==> config.mk <==
export PLATFORM = sky130hd
export DESIGN_NAME = sfp_sum_reader
export DESIGN_NICKNAME = d
export VERILOG_FILES = /design/src/rtl/sfp_pkg.sv /design/src/rtl/sfp_sum_queue.sv /design/src/rtl/sfp_sum_reader.sv
export SDC_FILE = /design/constraint.sdc
export NUM_CORES = 1
export LEC_CHECK = 0
export CAP_MARGIN = 30
export CORE_MARGIN = 4
export CORE_UTILIZATION = 51
export DETAILED_ROUTE_END_ITERATION = 8
export GPL_ROUTABILITY_DRIVEN = 0
export PLACE_DENSITY_LB_ADDON = 0.15
export SLEW_MARGIN = 20
export SYNTH_ARGS = -nofsm -noshare
export SYNTH_HDL_FRONTEND = slang
export SYNTH_HIERARCHICAL = 1
export SYNTH_SLANG_ARGS = --single-unit
==> constraint.sdc <==
create_clock -name clk -period 2.9 [get_ports clk]
set_input_delay 0.58 -clock clk [delete_from_list [all_inputs] [get_ports clk]]
set_output_delay 0.58 -clock clk [all_outputs]
set_load 0.01 [all_outputs]
==> src/rtl/sfp_pkg.sv <==
// Shared definitions for the cross-core partial-sum reader: word widths, credit range and read FSM states.
package sfp_pkg;

    localparam int BW      = 8;
    localparam int BW_PSUM = 2 * BW + 4;
    localparam int SUM_W   = BW_PSUM + 4;

    localparam int                CRED_W   = 5;
    localparam logic [CRED_W-1:0] CRED_MAX = 5'd16;

    typedef enum logic [1:0] {
        IDLE  = 2'd0,
        ISSUE = 2'd1,
        WAIT  = 2'd2,
        CAP   = 2'd3
    } rd_state_t;

endpackage

==> src/rtl/sfp_sum_queue.sv <==
// Small synchronous FIFO for captured peer sums. The parent reserves a slot before every read,
// so there is deliberately no full guard here.
module sfp_sum_queue
    import sfp_pkg::*;
#(
    parameter int W     = SUM_W,
    parameter int DEPTH = 4
) (
    input  logic                       clk,
    input  logic                       reset,
    input  logic                       push,
    input  logic [W-1:0]               push_data,
    input  logic                       pop,
    output logic [W-1:0]               head,
    output logic [$clog2(DEPTH):0]     count
);

    localparam int PW = $clog2(DEPTH);

    logic [W-1:0]  mem [DEPTH];
    logic [PW-1:0] wr_ptr;
    logic [PW-1:0] rd_ptr;

    // Pointers wrap naturally because DEPTH is a power of two.
    always_ff @(posedge clk or negedge reset) begin
        if (!reset) begin
            wr_ptr <= '0;
            rd_ptr <= '0;
            count  <= '0;
            for (int i = 0; i < DEPTH; i++) begin
                mem[i] <= '0;
            end
        end else begin
            if (push) begin
                mem[wr_ptr] <= push_data;
                wr_ptr      <= wr_ptr + 1'b1;
            end
            if (pop) begin
                rd_ptr <= rd_ptr + 1'b1;
            end
            case ({push, pop})
                2'b10:   count <= count + 1'b1;
                2'b01:   count <= count - 1'b1;
                default: count <= count;
            endcase
        end
    end

    assign head = mem[rd_ptr];

endmodule

==> src/rtl/sfp_sum_reader.sv <==
// Consumer end of the cross-core partial-sum channel: credit tracking, peer FIFO read FSM and local queue.
// Optional SFP_SUM_ZERO_GUARD_EN forces a nonzero sum_in when the head's significant bits are all zero.
module sfp_sum_reader
    import sfp_pkg::*;
#(
    parameter int bw      = BW,
    parameter int bw_psum = 2 * bw + 4,
    parameter int RD_LAT  = 1,
    parameter int QDEPTH  = 4
) (
    input  logic                 clk,
    input  logic                 reset,
    input  logic                 peer_wr,
    input  logic [bw_psum+3:0]   peer_sum,
    output logic                 fifo_ext_rd,
    input  logic                 div,
    output logic [bw_psum+3:0]   sum_in,
    output logic                 sum_vld,
    output logic                 err_ovf,
    output logic                 err_udf
);

    localparam int               CW        = $clog2(QDEPTH) + 1;
    localparam logic [CW-1:0]    Q_FULL    = CW'(QDEPTH);
    localparam logic [1:0]       WAIT_LAST = (RD_LAT > 1) ? 2'(RD_LAT - 2) : 2'd0;

    rd_state_t            state;
    rd_state_t            state_nxt;
    logic [CRED_W-1:0]    credit;
    logic [1:0]           lat_cnt;
    logic [CW-1:0]        q_count;
    logic [bw_psum+3:0]   q_head;
    logic [bw_psum+3:0]   head_word;
    logic                 issue;
    logic                 push;
    logic                 pop;

    assign issue       = (state == ISSUE);
    assign push        = (state == CAP);
    assign sum_vld     = (q_count != '0);
    assign pop         = div && sum_vld;
    assign fifo_ext_rd = issue;
    assign head_word   = sum_vld ? q_head : '0;

    sfp_sum_queue #(
        .W     (bw_psum + 4),
        .DEPTH (QDEPTH)
    ) u_queue (
        .clk       (clk),
        .reset     (reset),
        .push      (push),
        .push_data (peer_sum),
        .pop       (pop),
        .head      (q_head),
        .count     (q_count)
    );

    // A peer write and an issued read in the same cycle cancel; a write at full credit is lost and flagged.
    always_ff @(posedge clk or negedge reset) begin
        if (!reset) begin
            credit  <= '0;
            err_ovf <= 1'b0;
            err_udf <= 1'b0;
        end else begin
            if (peer_wr && !issue) begin
                if (credit != CRED_MAX) begin
                    credit <= credit + 1'b1;
                end
            end else if (!peer_wr && issue) begin
                credit <= credit - 1'b1;
            end
            err_ovf <= err_ovf | (peer_wr && (credit == CRED_MAX));
            err_udf <= err_udf | (div && !sum_vld);
        end
    end

    always_ff @(posedge clk or negedge reset) begin
        if (!reset) begin
            state   <= IDLE;
            lat_cnt <= '0;
        end else begin
            state   <= state_nxt;
            lat_cnt <= (state == WAIT) ? lat_cnt + 1'b1 : 2'd0;
        end
    end

    // Only one read is ever outstanding, so in IDLE nothing is in flight and the queue count alone
    // decides whether a slot can be reserved.
    always_comb begin
        state_nxt = state;
        case (state)
            IDLE:  if (credit != '0 && q_count < Q_FULL) state_nxt = ISSUE;
            ISSUE: state_nxt = (RD_LAT == 1) ? CAP : WAIT;
            WAIT:  if (lat_cnt == WAIT_LAST) state_nxt = CAP;
            CAP:   state_nxt = IDLE;
            default: state_nxt = IDLE;
        endcase
    end

`ifdef SFP_SUM_ZERO_GUARD_EN
    always_comb begin
        sum_in = head_word;
        if (sum_vld && (head_word[bw_psum+3:7] == '0)) begin
            sum_in    = '0;
            sum_in[7] = 1'b1;
        end
    end
`else
    assign sum_in = head_word;
`endif

endmodule

==> impl_metrics.csv, run 1 <==
group,metric,value,unit
outcome,status,"finished clean",
layout,num-nets-final,465,
placement,dpl-instance-area,6130,um2
sta,worst_pin_slew,0.747,ns
yosys,synth_fp_nets,398,
floorplan,dieArea,12500,um2
setup_path,r2r_setup_slack,0.38,ns
layout,fin_area,6730,um2
floorplan,die_y,112,um
yosys,seq_area_frac_synth,52.0,%
floorplan,initial_core_util,52.7,%
yosys,synthesis.area,5490,um2
yosys,ys_warn_count,6,
yosys,synth_top_cell_by_area,"dfrtp_1",
global_route,track_usage,17.8,%
yosys,synth_flop_cell,"dfrtp_1",
cts,cts_tree,"yes",
route,wl_per_cell,18.1,um
setup_path,critPathBufInv,2,
sta,slew_violations,0,
setup_path,reg2reg_depth,8,
flow_run,drv_cap,0,
yosys,synth_edf_count,0,
sta,slew_headroom,50.0,%
layout,fill_cells,787,
layout,num_antenna_cells,0,
route,vias,3145,
global_route,grt_pass1_vias,3593,
setup_path,crit_fanout,15,
setup_path,cp_data_required_time,2.32,ns
global_route,gr-usage-met1,22.4,%
floorplan,core-area,10400,um2
setup_path,timing.rr.end,"credit[4]",
sta,period_minus_slack,2.82,ns
power,leakagePower,2.93,nW
yosys,yosysTopAreaCellShare,52.0,%
power,ir_drop,0.000774,V
route,drt-pass1-iter-count,4,
yosys,async_flop_share,100,%
floorplan,die_x,112,um
global_route,grt_antenna_before_repair,0,
route,drt-initial-drc-count,117,
power,p_per_area,1330,nW/um2
floorplan,rows,37,
placement,dp_cells,536,
setup_path,path_class,"reg -> out",
sta,finalSetupViolations,0,
sta,rsz0062_at_grt,"true",
route,wirelength,10300,um
yosys,ys_top_cells_by_area,"dfrtp_1 52%, mux2_2 20%, mux4_2 7.4%",
global_route,grtUsageMet3,5.49,%
cts,cts-buffers-inserted,17,
yosys,ys_types,40,
route,antenna_left,0,
layout,drive_gt1_share,39.7,%
setup_path,critical_path.top_delay_family,"buffers and inverters",
global_route,grt_pass1_wl,17600,um
cts,clkLatencyLatePin,0.51,ns
sta,hold_violations,0,
route,drc,0,
setup_path,worstPathArrival,2.24,ns
cts,clock-sinks,114,
route,vias_per_cell,5.53,
placement,dp_hpwl,6510,um
cts,cts_hold_buffers,0,
yosys,yosys.cell_count.top_type,"dfrtp_1",
global_route,grt_util_met2,29.8,%
cts,cts-htree-levels,4,
floorplan,io_pins,56,
cts,cts_root_buffer,"clkbuf_8",
layout,stdcell_count,569,
setup_path,r2r-start,"state[1]",
yosys,yosys-top-cells-count,"114 x dfrtp_1, 98 x mux2_2, 27 x nor2b_1",
layout,multiInputGateArea,2420,um2
setup_path,setup.worst_path.start_class,"flop",
sta,fin_crit_sh,97.3,%
yosys,syn_avg_cell_area,15.5,um2
sta,skew,0.0101,ns
worst_hold_path,min_path_type,"in -> async",
global_route,grt.busiest_layer,"met2",
sta,max_freq,354,MHz
global_route,grt_overflow,0,
global_route,grt_max_degree,54,
setup_path,critPathCaptureType,"primary output",
layout,seq_area,2850,um2
placement,port_buffers,55,
power,totalPowerFinal,8.94,mW
cts,clockBufferDepth,2,
setup_path,max_stage_delay,0.51,ns
cts,path_clk_slew,0.05,ns
setup_path,cp_cell_sequence,"buf_12 > mux4_2 > nor2b_1 > clkdlybuf4s50_1",
yosys,syn_inst,354,
yosys,synth_seq_cells,114,
setup_path,slowest_stage,"mux4_2",
layout,syn_to_final_growth,22.7,%
worst register-to-register path, delay by kind of cell (launching register included):
kind                     cells  cell delay [ns]
adder cells (fa/ha/maj)      2             0.76
AO/OA/AOI/OAI                4             0.85
AND/OR/NAND/NOR              1             0.28
flip-flops                   1             0.42
buffers and inverters        1             0.09
logic make-up after synthesis:
kind of cell / share of synthesized area (%)
buf+inv: 3.99
xor+xnor: 1.28
flops: 52.0
fa+ha+maj: 3.92
mux: 31.7
compound gates: 2.28
simple gates: 4.83
layout make-up:
| type | count | share of cell area (%) |
|---|---|---|
| inverter | 10 | 0.558 |
| tap | 136 | 2.53 |
| clock inverter | 4 | 0.669 |
| sequential | 114 | 42.4 |
| clock buffer | 27 | 7.75 |
| timing repair buffer | 67 | 10.2 |
| multi-input combinational | 211 | 35.9 |
routing by layer:
layer	vias to the layer above	routed length (um)
met2	45	5190
li1	1430	-
met4	0	116
met3	10	346
met5	-	0
met1	1660	4670
stage by stage:
| stage | utilization [%] | TNS, ns | hold WS [ns] | setup slack [ns] |
|---|---|---|---|---|
| 2_1_floorplan | - | 0 | 0.284 | 0.571 |
| 3_3_place_gp | 58.9 | 0 | 0.408 | 0.359 |
| 3_5_place_dp | 58.9 | 0 | 0.416 | 0.303 |
| 4_1_cts | 64.4 | 0 | 0.134 | 0.00961 |
| 5_1_grt | 64.6 | -0.0316 | 0.167 | -0.0105 |
| 6_report | 64.6 | 0 | 0.116 | 0.0770 |
timing repair:
action	CTS	global route
setup endpoints to repair	20	14
setup buffers	2	0
resized for setup	1	10
worst max-delay path by stage:
stage                           start         end  slack [ns]  depth (start not counted)
global placement              peer_wr   credit[4]        0.36                          7
global route        u_queue/rd_ptr[0]  sum_in[16]       -0.01                          4
finish              u_queue/rd_ptr[0]  sum_in[11]        0.08                          4
CTS                 u_queue/rd_ptr[0]  sum_in[13]        0.01                          4
detailed placement            peer_wr   credit[4]        0.30                          7
floorplan                    state[1]   credit[4]        0.57                          9
layout by cell type (no fill, tap or decap), types with 5 or more instances in the layout:
master and count:
mux4_2 19, clkbuf_8 8, inv_1 10, clkbuf_16 16
mux4_1 5, buf_4 10, mux2_2 98, ha_1 14
dfrtp_1 113, clkdlybuf4s50_1 45, nor2b_1 27, dlymetal6s2s_1 8
power breakdown:
part	internal (mW)	switching (mW)
Combinational	2.52	1.58
Clock	1.29	0.663
Sequential	2.43	0.457
Total	6.24	2.70
state kept, by name, indices dropped and copies added, names as in the netlist:
signal and flops:
credit 5, err_ovf 1, err_udf 1, lat_cnt 2, state 2, u_queue/count 3
u_queue/mem 96, u_queue/rd_ptr 2, u_queue/wr_ptr 2
Power figures use the tool's default switching activity.
==> inputs of run 2 (changes only) <==
CTS_CLUSTER_DIAMETER = 200   (was unset)
==> results of run 2 <==
No change in the layout: final DEF, timing and power equal those of run 1.
==> inputs of run 3 (changes only) <==
CAP_MARGIN = 20   (was 30)
==> results of run 3 <==
No change in the layout: final DEF, timing and power equal those of run 1.
